$ cat src/rtl/digi_lock.sv
// digi_lock: four-digit keypad combination lock.
// A one-hot 10-key keypad enters decimal digits. With modo=1 the digits are
// shifted into the stored password; with modo=0 every group of four digits is
// compared against it, and a match opens the latch for OPEN_TIME cycles.
//
// Key handshake: there is no valid/ready pair on this block. A key "event" is
// the only transfer: it is accepted on a rising edge when codificador is
// exactly one-hot and differs from the value sampled on the previous edge.
// The block is always ready, so every event is consumed on the edge where it
// is first seen. The previous-key register samples every cycle, including
// all-zero and multi-bit values, so a held key yields a single event.
module digi_lock #(
  parameter int unsigned OPEN_TIME = 100000
) (
  input  logic        clock,
  input  logic        reset,
  input  logic [9:0]  codificador,
  input  logic        modo,
  output logic        fechadura,
  output logic        comparador,
  output logic [16:0] relogio
);

  localparam logic [16:0] OPEN_TIME_C = 17'(OPEN_TIME);

  // Password and entry are packed BCD, oldest digit in the top nibble.
  logic [15:0] pw_q, pw_d;
  logic [11:0] entry_q, entry_d;
  logic [1:0]  count_q, count_d;
  logic [9:0]  prev_key_q, prev_key_d;
  logic        modo_q, modo_d;
  logic        fech_q, fech_d;
  logic        comp_q, comp_d;
  logic [16:0] relogio_q, relogio_d;

  logic        key_onehot;
  logic        key_event;
  logic [3:0]  key_digit;
  logic        mode_change;
  logic [1:0]  count_base;
  logic        code_match;

  // Keypad decode: one-hot test, edge detection against the previous sample,
  // and index-to-BCD encoding of the pressed key.
  always_comb begin
    key_onehot = (codificador != 10'd0) &&
                 ((codificador & (codificador - 10'd1)) == 10'd0);
    key_event  = key_onehot && (codificador != prev_key_q);
    key_digit  = 4'd0;
    for (int i = 0; i < 10; i++) begin
      if (codificador[i]) key_digit = 4'(i);
    end
  end

  // Next-state logic. Program mode overrides everything; in verify mode the
  // fourth digit's comparison takes precedence over the countdown.
  always_comb begin
    pw_d        = pw_q;
    entry_d     = entry_q;
    count_d     = count_q;
    prev_key_d  = codificador;
    modo_d      = modo;
    fech_d      = fech_q;
    comp_d      = comp_q;
    relogio_d   = relogio_q;
    mode_change = (modo != modo_q);
    count_base  = mode_change ? 2'd0 : count_q;
    code_match  = ({entry_q, key_digit} == pw_q);

    if (modo) begin
      // Program mode: shift digits into the password and hold the latch shut.
      count_d   = 2'd0;
      fech_d    = 1'b0;
      comp_d    = 1'b0;
      relogio_d = 17'd0;
      if (key_event) begin
        pw_d = {pw_q[11:0], key_digit};
      end
    end else begin
      count_d = count_base;
      if (key_event && (count_base == 2'd3)) begin
        // Fourth digit: compare three stored digits plus the incoming one.
        count_d = 2'd0;
        comp_d  = code_match;
        if (code_match) begin
          fech_d    = 1'b1;
          relogio_d = OPEN_TIME_C;
        end else begin
          fech_d    = 1'b0;
          relogio_d = 17'd0;
        end
      end else begin
        if (key_event) begin
          entry_d = {entry_q[7:0], key_digit};
          count_d = count_base + 2'd1;
        end
        if (relogio_q != 17'd0) begin
          relogio_d = relogio_q - 17'd1;
          if (relogio_q == 17'd1) fech_d = 1'b0;
        end
      end
    end
  end

  // State registers with asynchronous active-high reset.
  always_ff @(posedge clock or posedge reset) begin
    if (reset) begin
      pw_q       <= 16'd0;
      entry_q    <= 12'd0;
      count_q    <= 2'd0;
      prev_key_q <= 10'd0;
      modo_q     <= 1'b0;
      fech_q     <= 1'b0;
      comp_q     <= 1'b0;
      relogio_q  <= 17'd0;
    end else begin
      pw_q       <= pw_d;
      entry_q    <= entry_d;
      count_q    <= count_d;
      prev_key_q <= prev_key_d;
      modo_q     <= modo_d;
      fech_q     <= fech_d;
      comp_q     <= comp_d;
      relogio_q  <= relogio_d;
    end
  end

  assign fechadura  = fech_q;
  assign comparador = comp_q;
  assign relogio    = relogio_q;

endmodule

$ cat config.mk
export PLATFORM = sky130hd
export DESIGN_NAME = digi_lock
export DESIGN_NICKNAME = d
export VERILOG_FILES = /design/src/rtl/digi_lock.sv
export SDC_FILE = /design/constraint.sdc
export NUM_CORES = 1
export LEC_CHECK = 0
export ABC_AREA = 1
export BUFFER_PORTS_ARGS = -buffer_cell sky130_fd_sc_hd__buf_2
export CORE_MARGIN = 8
export CORE_UTILIZATION = 64
export CTS_CLUSTER_DIAMETER = 60
export DETAILED_ROUTE_END_ITERATION = 12
export PLACE_DENSITY = 0.95
export SYNTH_ARGS = -nofsm -noshare
export SYNTH_HDL_FRONTEND = slang
export SYNTH_SLANG_ARGS = --single-unit
export TNS_END_PERCENT = 5
$ cat constraint.sdc
create_clock -name clock -period 3.8 [get_ports clock]
set_input_delay 0 -clock clock [delete_from_list [all_inputs] [get_ports clock]]
set_output_delay 0 -clock clock [all_outputs]
set_load 0.05 [all_outputs]
# ---- Yosys cells after proc, flatten, opt, wreduce, memory -nomap -nowiden
# Index checks and enable logic that the tools add are counted.
# Widths: inputs -> output; s select.
dict set report totals {
  register_bits 60
  latch_bits 0
  ramBits 0
  mem_bits_ro 0
  inputBits 13
  n_memories 0
}
dict set report classes {
  n_addsub 3
  multipliers 0
  n_div 0
  n_lt_le_gt_ge 0
  eq_ne 5
  shifts 0
  n_mux 24
  bitwise_logic 3
  reduce_logical 12
}
# op count
set ops {}
lappend ops {{$mux 17} 4}
lappend ops {{$mux 4} 8}
lappend ops {{$eq 17x1->1 const B} 1}
lappend ops {{$reduce_bool 17->1} 1}
lappend ops {{$sub 17x1->17 const B} 1}
lappend ops {{$eq 16x16->1} 1}
lappend ops {{$and 10x10->10} 1}
lappend ops {{$logic_not 10->1} 1}
lappend ops {{$ne 10x10->1} 1}
lappend ops {{$reduce_bool 10->1} 1}
lappend ops {{$sub 10x1->10 const B} 1}
lappend ops {{$mux 1} 8}
lappend ops {{$mux 2} 4}
lappend ops {{$reduce_bool 3->1} 2}
lappend ops {{$reduce_and 2->1} 2}
lappend ops {{$logic_and 1x1->1} 3}
lappend ops {{$reduce_and 3->1} 1}
lappend ops {{$add 2x1->2 const B} 1}
lappend ops {{$eq 2x2->1 const B} 1}
lappend ops {{$not 1->1} 2}
lappend ops {{$reduce_bool 2->1} 1}
lappend ops {{$ne 1x1->1} 1}

# ---- Depth between registers and ports, before layout
# Gate-level depths: netlist (run 1).
dict set report logic_depth {
  ltp_word 13
  ltp_mapped 13
  mapped_depth_nobuf 13
}

# ---- Least setup slack after synthesis (run 1)
# No wires, ideal clock.
dict set report synth_path {
  path_kind {register to register}
  startpoint {register relogio_q[0], in the netlist relogio[0]}
  endpoint {register relogio_q[13], in the netlist relogio[13]}
  setup_time_ps 124
  arrival_time_ps 1796
  required_time_ps 3676
  setup_slack_ps 1880
  path_stages_with_launch 11
  path_buffers 0
  cell_sequence {dfrtp_1 -> inv_1 -> ha_1 -> inv_1 -> nor3_4 -> nand3_1 -> nand2_1 -> inv_1 -> nand2_1 -> nand2_1 -> nor3b_2}
}
dict set report synth_between {
  elab_chain_cells 4
  word_cells_on_any_way 6
}
# item line_no
set synth_rtl {}
lappend synth_rtl {{start: declaration} 34} ;# logic [16:0] relogio_q, relogio_d;
lappend synth_rtl {{start signal: assignment} 124} ;# relogio_q <= relogio_d;
lappend synth_rtl {{$sub 17x1->17} 98} ;# relogio_d = relogio_q - 17'd1;
lappend synth_rtl {{$mux 17} 97} ;# if (relogio_q != 17'd0) begin
lappend synth_rtl {{$mux 17} 81} ;# if (key_event && (count_base == 2'd3)) begin
lappend synth_rtl {{$mux 17} 70} ;# if (modo) begin
# Parallel ways exist; a longest one is shown, timed or not. The select of a mux whose other input is x is not followed.
# A chain may end at the register's enable or synchronous reset.

# ---- Worst setup path in the final report (run 1)
dict set report layout_path {
  startpoint {input port codificador[3]}
  endpoint {register entry_q[7]}
}
dict set report layout_between {
  elab_chain_cells 8
  word_cells_on_any_way 10
}
# item line_no
set layout_rtl {}
lappend layout_rtl {{start: declaration} 17} ;# input logic [9:0] codificador,
lappend layout_rtl {{$sub 10x1->10} 47} ;# ((codificador & (codificador - 10'd1)) == 10'd0);
lappend layout_rtl {{$and 10x10->10} 47}
lappend layout_rtl {{$logic_not 10->1} 47}
lappend layout_rtl {{$logic_and 1x1->1} 46} ;# key_onehot = (codificador != 10'd0) &&
lappend layout_rtl {{$logic_and 1x1->1 (*)} 48} ;# key_event = key_onehot && (codificador != prev_key_q);
lappend layout_rtl {{$logic_and 1x1->1} 81}
lappend layout_rtl {{$not 1->1 (no line)} -}
lappend layout_rtl {{$reduce_and 3->1 (no line) (*)} -}
lappend layout_rtl {{end signal: assignment} 118} ;# entry_q <= entry_d;
lappend layout_rtl {{end: declaration} 28} ;# logic [11:0] entry_q, entry_d;
# Every way passes the cells marked *; elsewhere a longest branch is shown, timed or not.

==> results of run 1 <==
## state kept, by name (all words and copies together) (netlist names)
name        flops
pw_q           16
modo_q          1
entry_q        12
prev_key_q     10
relogio        17
count_q         2
comparador      1
fechadura       1
## what timing repair did
action,CTS,global route
hold buffers,12,0
endpoints found under the setup margin,0,0
endpoints found under the hold margin,37,0
resized for setup,0,0
## tightest hold or removal path, stage by stage
cell and delay [ns]:
dlygate4sd3_1 0.53, buf_2 0.12, inv_2 0.40
## power by group through the flow
| stage | Combinational (mW) | Sequential [mW] | Clock (mW) |
|---|---|---|---|
| 5_1_grt | 0.889 | 0.793 | 0.546 |
| 4_1_cts | 0.808 | 0.782 | 0.511 |
| 2_1_floorplan | 0.435 | 0.977 | 0 |
| 3_3_place_gp | 0.762 | 0.787 | 0 |
| 6_report | 0.807 | 0.782 | 0.514 |
| 3_5_place_dp | 0.786 | 0.793 | 0 |
## cell usage in the layout (no fill, tap or decap), types with 11 or more instances in the layout
cell type	synthesis	layout
nand2_1	104	104
o21ai_2	17	17
xor2_1	13	13
dfrtp_1	60	60
nor2_1	48	48
inv_1	55	54
nand3_1	11	11
buf_2	0	31
dlygate4sd3_1	0	12
clkbuf_8	0	11
## worst max-delay path by stage
stage / start / endpoint / slack (ns) / depth (start not counted)
floorplan: relogio[0]$_DFFE_PP0P_ / relogio[13]$_DFFE_PP0P_ / 1.88 / 10
global placement: relogio[0]$_DFFE_PP0P_ / relogio[13]$_DFFE_PP0P_ / 2.04 / 10
detailed placement: relogio[0]$_DFFE_PP0P_ / relogio[13]$_DFFE_PP0P_ / 1.91 / 10
CTS: codificador[3] / entry_q[8]$_DFFE_PP0P_ / 1.86 / 12
global route: codificador[3] / entry_q[9]$_DFFE_PP0P_ / 1.66 / 14
finish: codificador[3] / entry_q[7]$_DFFE_PP0P_ / 1.79 / 12
## cells in the mapped netlist (all sizes together)
cell and n:
buf 6, a21oi 12, dfrtp 60, xor2 13
nand2 115, nand4 6, nor3b 3, ha 3
o21ai 37, inv 60, or2 1, nor2 56
xnor2 8, nand3 15, mux2i 1, nor3 6
## through the flow
step	instances	hold slack (ns)
after floorplan	402	0.0314
after global placement	498	0.0744
after detailed placement	498	0.0769
after CTS	525	0.263
after global routing	525	0.313
final	525	0.249
## cells by family (layout without fill, tap and decap cells)
group | after synthesis | count (layout)
flip-flops | 60 | 60
XOR/XNOR | 21 | 21
AO/OA/AOI/OAI | 49 | 49
adder cells (fa/ha/maj) | 3 | 3
buffers and inverters | 66 | 119
AND/OR/NAND/NOR | 202 | 202
multiplexers | 1 | 1
## cell type report
cell class              instances  area share, %
flip-flops and latches         60           39.9
clock inverters                 2          0.266
repair buffers                 44           7.51
multi-input cells             276           39.7
well taps                      70           2.33
clock buffers                  13           4.22
inverters                      60           6.11
## metal layers
layer  share of wire, %  global-route usage (%)  wire, um
met2                 50                    35.1      3620
met4                3.0                    10.6       216
met1                 39                    21.8      2790
met5                  0                       0         0
met3                7.7                    6.66       552
==> impl_metrics.tcl, run 1 <==
set metrics [dict create \
    crit_chain "dlygate4sd3_1 -> buf_2 -> inv_1 -> nand2_1 -> nor2_2 -> nand3_1 -> a21oi_2 -> nand3_4 -> inv_6 -> nand3_4 -> nand2_1 -> o21ai_2" \
    fin_crit_ns 2.01 \
    routed_wl_um 7180 \
    yosys-top-cells-area "dfrtp_1 (46%), nand2_1 (12%), inv_1 (6.3%)" \
    post-cts-setup-buffers 0 \
    synth-compound-area-share_pct 9.97 \
    clkTransAtPathRegs_ns 0.07 \
    die_h_um 87.7 \
    seqPwrFrac_pct 37.2 \
    yosysTopAreaCellShare_pct 45.6 \
    std_cell_rows 26 \
    pwr-share-clk_pct 24.4 \
    grt_max_degree 36 \
    diodes 0 \
    finClkSkew_ns 0.00754 \
    synthCells 402 \
    path_max_fanout 24 \
    synthXorXnorAreaFrac_pct 5.59 \
    num_vias 2752 \
    hold_path.class "in2async" \
    grt_pass1_wl_um 12100 \
    reg2reg_from "relogio[0]$_DFFE_PP0P_" \
    fill_cells 350 \
    yosys_register_bits 60 \
    cp.arrival_ns 2.23 \
    numPortBuffers 31 \
    p_total_mw 2.10 \
    r2r_setup_slack_ns 1.90 \
    yosys.area_share.adder_pct 1.14 \
    switching_share_pct 41.6 \
    grt_antenna_before_repair 0 \
    post_synth_num_cell_types 30 \
    slowest_delay_ns 0.54 \
    r2r_cells 10 \
    viasPerCell 5.24 \
    cp_num_buf_inv 4 \
    start_util_pct 65.2 \
    ys_warn_count 0 \
    ant_nets 0 \
    cp_slowest_cell "dlygate4sd3_1" \
    internal_power_mw 1.23 \
    htree_levels 3 \
    clockBufferDepth 2 \
    max-vdd-ir-drop_uv 307 \
    fin_util_pct 74.7 \
    hold_viol 0 \
    synthMuxAreaShare_pct 0.304 \
    cts_tree "done" \
    clockRootBuffer "clkbuf_8" \
    firstDrtPassIters 5 \
    power.density_mw_per_mm2 559 \
    final_area_mm2 0.00376 \
    grt_pass1_vias 2674 \
    timing.rr.end "relogio[13]$_DFFE_PP0P_" \
    power_leakage_nw 1.91 \
    nets 467 \
    ys_seq_area_share_pct 45.6 \
    rsz0062_at_grt "false" \
    io_pins 32 \
    dieArea_mm2 0.00769 \
    drc 0 \
    numCtsBuffers 9 \
    synthToLayoutAreaGrowth_pct 14.5 \
    drtIter0Drc 147 \
    dp_hpwl_um 4660 \
    overflow 0 \
    fin_crit_sh_pct 52.8 \
    slew_violations 0 \
    fmax_ghz 0.498 \
    placed_area_mm2 0.00348 \
    status "completed" \
    p_switching_uw 876 \
    cap_violations 0 \
    worstMarginPinSlew_ns 0.552 \
    grt_usage_pct 20.4 \
    setup_tns_ns 0 \
    cpLargestDelayFamily "simple AND/OR/NAND/NOR gates" \
    die_x_um 87.7 \
    multiInputGateArea_mm2 0.00149 \
    crit_path_end_kind "register" \
    synth_nets 418 \
    gp_congestion 0.888 \
    synth_top_area_cell "dfrtp_1" \
    dp_slack_ns 1.91 \
    synth_top_family_by_area "simple AND/OR/NAND/NOR gates" \
    setup_viol 0 \
    pwr-share-comb_pct 38.4 \
    timing.final.ws_setup_ns 1.79 \
    core_mm2 0.00504 \
    required_ns 4.02 \
    syn_avg_cell_area_um2 8.18 \
    clock_latency_ns 0.35 \
    seq_area_mm2 0.00150 \
    cts_sinks 60 \
    slew_headroom_pct 63.1 \
    worstSetupStartpointType "input pin" \
    synth-simple-area-share_pct 28.4 \
    netlist_area_mm2 0.00329 \
    wl_per_cell_um 13.7 \
    drive_above_1_share_pct 21.8 \
    crit_type "in2reg" \
]
No activity file was read; power rests on OpenSTA's default activity.
==> inputs of run 2 (changes only) <==
- CORE_UTILIZATION: 64 -> 53
- PLACE_DENSITY: 0.95 -> 0.86
- clock period: 3.8 -> 1.7 ns (I/O delays scaled with it)
==> run 2 against run 1 <==
Effect of this change:
- the flow now finishes with violations (negative setup slack)
- non-clock buffer count increased by 14
- flip-flop and latch count unchanged
- clock power increased by 130%
- cell count increased by 4.6%
- clock skew increased by 0.0037 ns
- register-to-register slack got worse by 1.8 ns
- global-route usage decreased by 3.2 points
- power increased by 140%
- via count increased by 2.6%
- cell area increased by 9.2%
- highest routed layer unchanged
==> impl_metrics.tcl, run 2 (synthesis gave the netlist of run 1 again) <==
set metrics [dict create \
    start_util_pct 55.2 \
    io_pins 32 \
    seqPwrFrac_pct 34.7 \
    htree_levels 3 \
    slew_violations 0 \
    post-place-cells 510 \
    crit_type "in2reg" \
    gp_congestion 0.866 \
    clkTransAtPathRegs_ns 0.07 \
    power.density_mw_per_mm2 1250 \
    hold_ws_ns 0.0593 \
    wl_met3_um 442 \
    setup_viol 1 \
    most-common-layout-cells "nand2_1 (99), inv_1 (51), dfrtp_1 (51)" \
    min_path_cells 1 \
    timing.rr.end "relogio[15]$_DFFE_PP0P_" \
    cts_sinks 60 \
    hold_path.class "in2reg" \
    cts_tree "done" \
    drtIter0Drc 141 \
    fin_cells 549 \
    r2r_setup_slack_ns 0.05 \
    drive_above_1_share_pct 31.7 \
    wl_met1_um 3140 \
    rsz0062_at_grt "true" \
    core_mm2 0.00596 \
    cp.arrival_ns 1.93 \
    finClkSkew_ns 0.0112 \
    overflow 0 \
    switching_share_pct 41.7 \
    pwr-share-clk_pct 23.3 \
    nets 484 \
    synthToLayoutAreaGrowth_pct 25.0 \
    drc 0 \
    final_common_cell "nand2_1" \
    wl_met2_um 4000 \
    worstMarginPinSlew_ns 0.640 \
    firstDrtPassIters 4 \
    grt_usage_pct 17.2 \
    num_vias 2823 \
    p_total_mw 5.14 \
    fin_crit_ns 1.70 \
    routed_wl_um 7760 \
    cap_violations 0 \
    dp_hpwl_um 4890 \
    path_max_fanout 5 \
    slew_headroom_pct 57.3 \
    grt_antenna_before_repair 1 \
    violations "negative setup slack" \
    clockBufferDepth 2 \
    fmax_ghz 0.587 \
    pwr-share-comb_pct 42.0 \
    r2r_cells 8 \
    viasPerCell 5.14 \
    timing.final.ws_setup_ns -0.00219 \
    numCtsBuffers 9 \
    grt_pass1_vias 2733 \
    fin_util_pct 69.0 \
    grt_max_degree 34 \
    wl_per_cell_um 14.1 \
    status "complete, but fails checks" \
    power_leakage_nw 2.00 \
    internal_power_mw 3.00 \
    reg2reg_from "modo_q$_DFF_PP0_" \
    p_switching_mw 2.14 \
    crit_path_end_kind "register" \
    top_layer "met4" \
    dieArea_mm2 0.00898 \
    std_cell_rows 28 \
    die_x_um 94.8 \
    clock_latency_ns 0.35 \
    min-delay-start "codificador[2]" \
    worstSetupStartpointType "input pin" \
    max-vdd-ir-drop_uv 1300 \
    min_to "prev_key_q[2]$_DFF_PP0_" \
    clockRootBuffer "clkbuf_8" \
    hold_viol 0 \
    required_ns 1.92 \
    fin_crit_sh_pct 100 \
    ant_nets 0 \
    die_h_um 94.8 \
    numPortBuffers 31 \
    grt_pass1_wl_um 12100 \
    largest_reg_flops 17 \
]
run 2: worst max-delay path by stage:
stage / from / to / slack [ns] / cells after the start
after floorplan: relogio[12]$_DFFE_PP0P_ / relogio[13]$_DFFE_PP0P_ / -0.005 / 9
after global placement: relogio[2]$_DFFE_PP0P_ / relogio[13]$_DFFE_PP0P_ / 0.02 / 9
after detailed placement: modo_q$_DFF_PP0_ / entry_q[8]$_DFFE_PP0P_ / -0.05 / 7
after CTS: relogio[0]$_DFFE_PP0P_ / relogio[13]$_DFFE_PP0P_ / -0.002 / 11
after global routing: relogio[3]$_DFFE_PP0P_ / relogio[3]$_DFFE_PP0P_ / -0.07 / 8
final: modo / relogio[15]$_DFFE_PP0P_ / -0.002 / 10
run 2: layout make-up:
| class | count | area [um^2] |
|---|---|---|
| antenna | 1 | 2.50 |
| inverter | 60 | 238 |
| clock buffer | 15 | 176 |
| fill | 444 | 1850 |
| timing repair buffer | 58 | 430 |
| clock inverter | 1 | 5.00 |
| multi-input combinational | 279 | 1650 |
| sequential | 60 | 1510 |
| tap | 75 | 93.8 |
run 2: power groups by stage:
stage | clock, mW | combinational (mW) | sequential (mW)
after floorplan | 0 | 1.06 | 2.21
after global placement | 0 | 1.84 | 1.78
after detailed placement | 0 | 1.91 | 1.80
after CTS | 1.22 | 1.97 | 1.77
after global routing | 1.29 | 2.33 | 1.80
final | 1.20 | 2.16 | 1.78
run 2: critical path, stage by stage:
cell           delay [ns]
dlygate4sd3_1        0.55
buf_2                0.22
xor2_2               0.25
nor2_2               0.08
ha_2                 0.20
inv_2                0.19
nor2_4               0.08
buf_4                0.16
a21oi_1              0.13
a21oi_1              0.06
run 2: timing repair:
action	in CTS	in global routing
hold endpoints to repair	39	0
setup endpoints to repair	15	48
hold buffers	12	0
resized for setup	3	30
pin swaps	3	10
cloned	1	2
setup buffers	1	7
run 2: per-stage QoR:
stage	instance area, um^2	setup TNS, ns	setup WS [ns]
finish	4110	-0.00219	-0.00219
global route	4110	-0.564	-0.0734
CTS	3940	-0.00188	-0.00188
detailed placement	3610	-0.276	-0.0488
global placement	3610	0	0.0208
floorplan	3340	-0.00497	-0.00497
run 2: layer usage:
layer	track usage, %	vias to the layer above
met1	19.2	1344
li1	-	1387
met3	5.63	19
met2	28.4	73
met5	0	-
met4	9.23	0
